--- config.mk ---
export PLATFORM = sky130hd
export DESIGN_NAME = if_id_fetch_queue
export DESIGN_NICKNAME = d
export VERILOG_FILES = /design/src/rtl/if_id_fetch_queue.sv
export SDC_FILE = /design/constraint.sdc
export NUM_CORES = 1
export LEC_CHECK = 0
export BUFFER_PORTS_ARGS = -buffer_cell sky130_fd_sc_hd__buf_2
export CORE_ASPECT_RATIO = 1.4
export CORE_MARGIN = 5
export CORE_UTILIZATION = 30
export CTS_BUF_LIST = sky130_fd_sc_hd__clkbuf_2
export DETAILED_ROUTE_END_ITERATION = 8
export GPL_TIMING_DRIVEN = 0
export HOLD_SLACK_MARGIN = 0.06
export REMOVE_ABC_BUFFERS = 1
export SYNTH_ARGS = -nofsm -noshare
export SYNTH_HDL_FRONTEND = slang
export SYNTH_SLANG_ARGS = --single-unit
export TNS_END_PERCENT = 100
--- constraint.sdc ---
create_clock -name clk_50MHz -period 4.6 [get_ports clk_50MHz]
set_clock_uncertainty 0.1 [all_clocks]
set_input_delay 0.23 -clock clk_50MHz [delete_from_list [all_inputs] [get_ports clk_50MHz]]
set_output_delay 0.23 -clock clk_50MHz [all_outputs]
set_load 0.02 [all_outputs]
--- src/rtl/if_id_fetch_queue.sv ---
// IF/ID boundary queue: DEPTH-entry FIFO of {pc, inst} pairs with ready/valid on both sides.
// Decode sees NOP_INST and a zero PC whenever the queue is empty; flush empties it in one cycle.
module if_id_fetch_queue #(
   parameter int unsigned INST_W = 16,
   parameter int unsigned PC_W   = 16,
   parameter int unsigned DEPTH  = 4,
   parameter logic [INST_W-1:0] NOP_INST = '0
) (
   input  logic                        clk_50MHz,
   input  logic                        rst,
   input  logic                        flush,
   input  logic                        in_valid,
   output logic                        in_ready,
   input  logic [INST_W-1:0]           in_inst,
   input  logic [PC_W-1:0]             in_pc,
   output logic                        out_valid,
   input  logic                        out_ready,
   output logic [INST_W-1:0]           out_inst,
   output logic [PC_W-1:0]             out_pc,
   output logic [$clog2(DEPTH):0]      count
);

   localparam int unsigned PTR_W   = $clog2(DEPTH);
   localparam int unsigned CNT_W   = PTR_W + 1;
   localparam int unsigned ENTRY_W = PC_W + INST_W;

   logic [ENTRY_W-1:0] mem [DEPTH];
   logic [PTR_W-1:0]   rptr;
   logic [PTR_W-1:0]   wptr;
   logic [ENTRY_W-1:0] head;
   logic               push;
   logic               pop;

   // Handshake flags depend only on the registered count.
   assign in_ready  = (count != CNT_W'(DEPTH));
   assign out_valid = (count != CNT_W'(0));

   assign push = in_valid & in_ready & ~flush;
   assign pop  = out_valid & out_ready & ~flush;

   assign head     = mem[rptr];
   assign out_inst = out_valid ? head[INST_W-1:0]       : NOP_INST;
   assign out_pc   = out_valid ? head[ENTRY_W-1:INST_W] : PC_W'(0);

   // Storage carries no reset; only count and pointers define what is valid.
   always_ff @(posedge clk_50MHz) begin
      if (!rst && push) begin
         mem[wptr] <= {in_pc, in_inst};
      end
   end

   always_ff @(posedge clk_50MHz) begin
      if (rst || flush) begin
         count <= CNT_W'(0);
         rptr  <= PTR_W'(0);
         wptr  <= PTR_W'(0);
      end else begin
         if (push) begin
            wptr <= wptr + PTR_W'(1);
         end
         if (pop) begin
            rptr <= rptr + PTR_W'(1);
         end
         if (push && !pop) begin
            count <= count + CNT_W'(1);
         end else if (pop && !push) begin
            count <= count - CNT_W'(1);
         end
      end
   end

endmodule

==> run metrics, run 1 <==
CP required 4.27 ns; hold slack ~0.24 ns; flop2flop setup slack 2.02 ns; Hold Violations, Final 0; antenna diode count 0; final setup fails 0; metal2 WL ~5700 um; Initial Util 0.3018; Synth warnings 0; Worst Hold Depth 2; gp weighted congestion 0.6294; Filler cells 1,665; post-placement worst setup slack 2.005 ns; #FFs+latches synth 137; # Post-CTS Setup Buffers 0; VDD IR max 0.1117 mV; Crit. End Element output port; detailed placement HPWL roughly 7000 um; top-area cell type share of the netlist area 0.7164; Most used DFF post-synth edfxtp_1; PwrDens 326.9 nW/um2; Post-Syn Area 5365 um2; MaxCap Viol Count 0; Worst Hold Launch in_inst[12]; Least-Margin Pin Slew 1.286 ns; kind of critical path register to output port; top post-synthesis cells by area edfxtp_1, mux4_2, and2_1; Die Height approximately 170 um; Lkg Pwr 0.002381 uW; DRT antenna net count 0; vias per cell 4.376; core area 17,780 um2; Post-Synthesis Cells between 200 and 300; die width 123.0 um; Avg Cell Area, Syn 21.21 um2; share of cells above drive strength 1 0.3995; gr usage total 0.1090; RSZ-0062 raised after global routing no; Reg clk slew, reported paths 0.20 ns; PortBufs between 70 and 80; vias approximately 2.8k; post-synthesis sequential area ratio 0.7500; Synth cell types 26; Worst Hold End mem[0][12]; worst-path fanout max 33; Area Growth Syn to Fin 26.49%; clock sink count 137; fin cells 643; WL met1 4505 um; DR pass1 iterations 4; sum of routed wire length over all layers 10,710 um; crit share post-route 0.6431; DRT iter0 DRCs 157; Yosys top cell by area edfxtp_1; most common cell in the netlist edfxtp_1; min Tclk post-route slightly below 3 ns; die footprint 20,700 um2; drt wl/cell 16.65 um; PnR worst setup slack 1.642 ns; clock latency on the worst-skew pair 0.62 ns; met3 routed WL 397 um; Reg2Reg Depth 5; IO Pins 74; CTS tree done; site row count 58; cell count after placement 572; cts repair resizes 0; antenna violations before repair 0; number of global-route vias before repair a little over 3k; largest net degree at the start of global routing 34; Fmax ~340 MHz; status finished, final reports clean; Final nets 433; max layer used met4; # DRC 0; first-pass GRT wire length between 15,000 and 20,000 um; Hold Path Class input port to register; asr flop ratio synth 0; number of buffers created by CTS 17; fin. max-slew vios 0; Post-synth top cells edfxtp_1, and2_1, mux4_2; Worst Path Arrival 2.63 ns; max_slew headroom 0.1428; end of the worst register-to-register path mem[0][13]; crit start category register; CTS root buf clkbuf_2; EDFF count, synth roughly 130; htree depth 4; reg2reg start count[0]; gr ovfl total 0; Max clock buf depth 2
==> stage by stage <==
| step | TNS [ns] | area (um2) | total power, uW | utilization |
|---|---|---|---|---|
| finish | 0 | 6787 | 2218 | 0.3817 |
| global route | 0 | 6787 | 2341 | 0.3817 |
| CTS | 0 | 6787 | 2268 | 0.3817 |
| detailed placement | 0 | 6180 | 1580 | 0.3476 |
| global placement | -187.90 | 5929 | 1570 | 0.3335 |
| floorplan | 0 | 5264 | 1501 | - |
==> per-layer routing <==
metal | vias up | global-route usage
met1 | 1472 | 0.1309
met4 | 0 | 0.03325
li1 | 1288 | -
met5 | - | 0
met3 | 5 | 0.03226
met2 | 49 | 0.1873
==> power breakdown <==
part           switching [uW]  internal (uW)  total, uW
clock                     443            203        645
sequential               7.69           1370       1380
combinational             103           88.0        191
total                     553           1670       2220
==> kinds of logic (layout without fill, tap and decap cells) <==
kind of cell	Yosys count	in the layout	share of synthesized area
AOI/OAI and AO/OA	4	4	0.004896
xor gates and xnor gates	4	4	0.006529
adders and majority gates	6	6	0.01539
buffers and inverters	15	165	0.02169
DFF	137	137	0.7500
muxes	35	35	0.1416
and+or+nand+nor	52	52	0.05993
==> worst max-delay path by stage <==
stage,cells after the start,to,from
after floorplan,3,mem[1][0],count[0]
after global placement,3,mem[0][17],count[0]
after detailed placement,5,mem[0][18],count[0]
after CTS,3,out_pc[8],count[0]
after global routing,3,out_pc[8],count[0]
final,3,out_pc[8],count[0]
==> state kept, by name (all words and copies together), names as in the netlist, named ones only <==
name,flops
wptr,2
rptr,2
count,3
mem,128
==> worst max-delay path, stage by stage, from the launching register on <==
cell and delay, ns:
dfxtp_1 0.52, or3_1 1.02, and2_1 0.28, buf_2 0.18
==> repair_timing <==
item	4_1_cts	5_1_grt
hold endpoints to repair	169	0
hold buffers	39	0
setup endpoints to repair	0	0
==> cells in the final DEF (no fill, tap or decap), drive strengths merged <==
cell type / n
edfxtp: 128
buf: 90
dlygate4sd3: 39
and2: 32
mux4: 32
clkbuf: 19
dfxtp: 9
nor2: 8
inv: 7
ha: 5
clkinv: 5
nor3b: 4
xor2: 4
clkinvlp: 4
or3: 2
or2: 2
mux2i: 2
nand2: 2
or3b: 1
nand3b: 1
o31ai: 1
mux2: 1
o311ai: 1
o21ai: 1
a21oi: 1
fa: 1
bufinv: 1
==> layout make-up <==
| class | instances | area [um2] | area share |
|---|---|---|---|
| clock inverter | 13 | 121.4 | 0.01788 |
| tap | 240 | 300.3 | 0.04425 |
| inverter | 4 | 15.01 | 0.002212 |
| timing repair buffer | 129 | 983.4 | 0.1449 |
| multi-input combinational | 101 | 1245 | 0.1834 |
| clock buffer | 19 | 95.09 | 0.01401 |
| sequential | 137 | 4026 | 0.5933 |
Note: power is estimated with default switching activity, not from simulation.
==> run 2: changes to the inputs <==
--- a/config.mk
+++ b/config.mk
@@ -5,6 +5,7 @@
 export SDC_FILE = /design/constraint.sdc
 export NUM_CORES = 1
 export LEC_CHECK = 0
+export ABC_AREA = 1
 export BUFFER_PORTS_ARGS = -buffer_cell sky130_fd_sc_hd__buf_2
 export CORE_ASPECT_RATIO = 1.4
 export CORE_MARGIN = 5
==> constraint.sdc (replaced) <==
create_clock -name clk_50MHz -period 2.7 [get_ports clk_50MHz]
set_clock_uncertainty 0.1 [all_clocks]
set_input_delay 0.135 -clock clk_50MHz [delete_from_list [all_inputs] [get_ports clk_50MHz]]
set_output_delay 0.135 -clock clk_50MHz [all_outputs]
set_load 0.02 [all_outputs]
==> run 2 against run 1 <==
Global-route usage up 2.3 points. Synthesized area increased by 2.1%. Largest cell class unchanged. Highest routed layer unchanged. Non-clock buffer count rose by 32. Cell count grew 35%. Clock-buffer cell count increased by 3. Critical path depth is 4 higher. Clock power rose by 100%.
==> run metrics, run 2 <==
vias 3,946; Hold Path Class input port to register; PortBufs 73; Crit. End Element register; Yosys top cell by area edfxtp_1; Most used DFF post-synth edfxtp_1; top post-synthesis cells by area edfxtp_1, nor2_1, a21oi_1; drt wl/cell 15.64 um; max_slew headroom 0.6033; core area between 15,000 and 20,000 um2; clock sink count 137; PwrDens 552.1 nW/um2; top-area cell type share of the netlist area 0.7020; most frequent cells in the layout nor2_1, edfxtp_1, buf_2, dlygate4sd3_1, a21oi_1; Synth cell types 18; dpl cell area ~6000 um2; most common cell in the netlist nor2_1; Reg clk slew, reported paths 0.18 ns; die footprint 21,090 um2; Hold Violations, Final 0; Die Height 169.8 um; antenna violations before repair 1; number of buffers created by CTS 17; max reg flops 128; Avg Cell Area, Syn 12.09 um2; detailed placement HPWL between 7000 and 8000 um; Worst Hold Launch flush; Lkg Pwr ~0.0027 uW; Filler cells 1,758; RSZ-0062 raised after global routing no; reg2reg start count[0]; die width 124.2 um; Post-synth top cells nor2_1, edfxtp_1, a21oi_1; crit share post-route 0.8887; number of global-route vias before repair around 4k; min Tclk post-route about 2.4 ns; PnR worst setup slack 0.3006 ns; crit path launch count[0]; CTS root buf clkbuf_2; kind of critical path register to register; Final nets between 600 and 700; status finished, final reports clean; Synth warnings 0; worst-path fanout max 19; CTS tree done; Top Registers mem x128, count x3; gp weighted congestion 0.7415; final setup fails 0; largest net degree at the start of global routing 65; fin. max-slew vios 0; EDFF count, synth 128; # DRC 0; htree depth 4; Top reg by flops mem; commonest non-fill, non-tap cell in the layout nor2_1; MaxCap Viol Count 0; first-pass GRT wire length just over 20,000 um; Area Growth Syn to Fin 33.55%; #FFs+latches synth 137; asr flop ratio synth 0; vias per cell 4.557; Reg2Reg Depth 7; Worst Path Arrival between 2 and 3 ns; Max clock buf depth 2; gr usage total 0.1316; Worst Hold Depth 5; Post-Syn Area 5475 um2; clock latency on the worst-skew pair 0.68 ns; Post-Synthesis Cells 453; IO Pins 74; Initial Util 0.3042; post-placement worst setup slack -0.1662 ns; site row count 58; share of cells above drive strength 1 0.2096; sum of routed wire length over all layers 13,550 um; post-synthesis sequential area ratio 0.7349; flop2flop setup slack 0.30 ns; Least-Margin Pin Slew 0.5937 ns; CP required around 3 ns; DRT iter0 DRCs 206; DRT antenna net count 0; final instance area 7312 um2; VDD IR max 0.2063 mV; Fmax 416.8 MHz; end of the worst register-to-register path mem[3][31]; DR pass1 iterations 4; gr ovfl total 0; crit start category register
## run 2: cell type report
type / count / area [um2] / share of cell area
repair buffers: 161 / 1349 / 0.1845
clock buffers: 22 / 110.1 / 0.01506
multi-input cells: 274 / 1262 / 0.1727
clock inverters: 10 / 150.1 / 0.02053
inverters: 19 / 91.34 / 0.01249
flip-flops and latches: 137 / 4031 / 0.5513
diodes: 1 / 2.502 / 0.0003422
repair inverters: 2 / 15.01 / 0.002053
well taps: 240 / 300.3 / 0.04107
## run 2: critical path: stages, from the launching register on
cell	delay, ns
dfxtp_1	0.45
nor2_1	0.10
nand2_1	0.16
nand2_1	0.08
nor2_1	0.16
nand2_1	0.26
nor2_4	0.54
buf_16	0.25
## run 2: what timing repair did
item / in CTS / in global routing
hold buffers: 71 / 0
endpoints found under the hold margin: 161 / 0
gates resized for setup: 9 / 2
buffers inserted: 6 / 6
gates cloned: 2 / 0
setup endpoints to repair: 32 / 22
## run 2: cells by family after synthesis
group / Yosys count / share of synthesized area
xor+xnor: 1 / 0.001600
fa+ha+maj: 6 / 0.01508
simple gates: 165 / 0.1147
compound gates: 102 / 0.09324
buf+inv: 42 / 0.04045
flops: 137 / 0.7349
## run 2: worst max-delay path by stage
stage / to / slack, ns / depth (start not counted)
CTS: out_pc[11] / 0.05 / 5
global placement: mem[1][11] / -1.45 / 6
floorplan: mem[0][0] / -0.35 / 6
detailed placement: out_pc[11] / -0.17 / 5
finish: mem[3][31] / 0.30 / 7
global route: out_pc[6] / 0.06 / 6
## run 2: power breakdown
part,internal [uW],switching (uW)
Clock,618,679
Sequential,2340,9.21
Combinational,172,217
Total,3130,905
## run 2: per-stage QoR
stage	total power [uW]	hold slack (ns)	setup TNS (ns)	instances	utilization
after floorplan	2546	0.1339	-44.32	430	-
after global placement	2663	0.2453	-223.78	743	0.3329
after detailed placement	2682	0.2530	-2.619	748	0.3419
after CTS	4099	0.1471	0	859	0.4028
after global routing	4226	0.1654	0	866	0.4063
final	4037	0.2628	0	866	0.4063
## run 2: metal layers
layer / share of wire / vias up / wire length [um] / GRT usage
met4: 0.026 / 0 / 357 / 0.05910
met3: 0.052 / 19 / 698 / 0.03557
met1: 0.39 / 1918 / 5234 / 0.1434
met5: 0 / - / 0 / 0
met2: 0.54 / 107 / 7258 / 0.2356
li1: - / 1902 / - / -
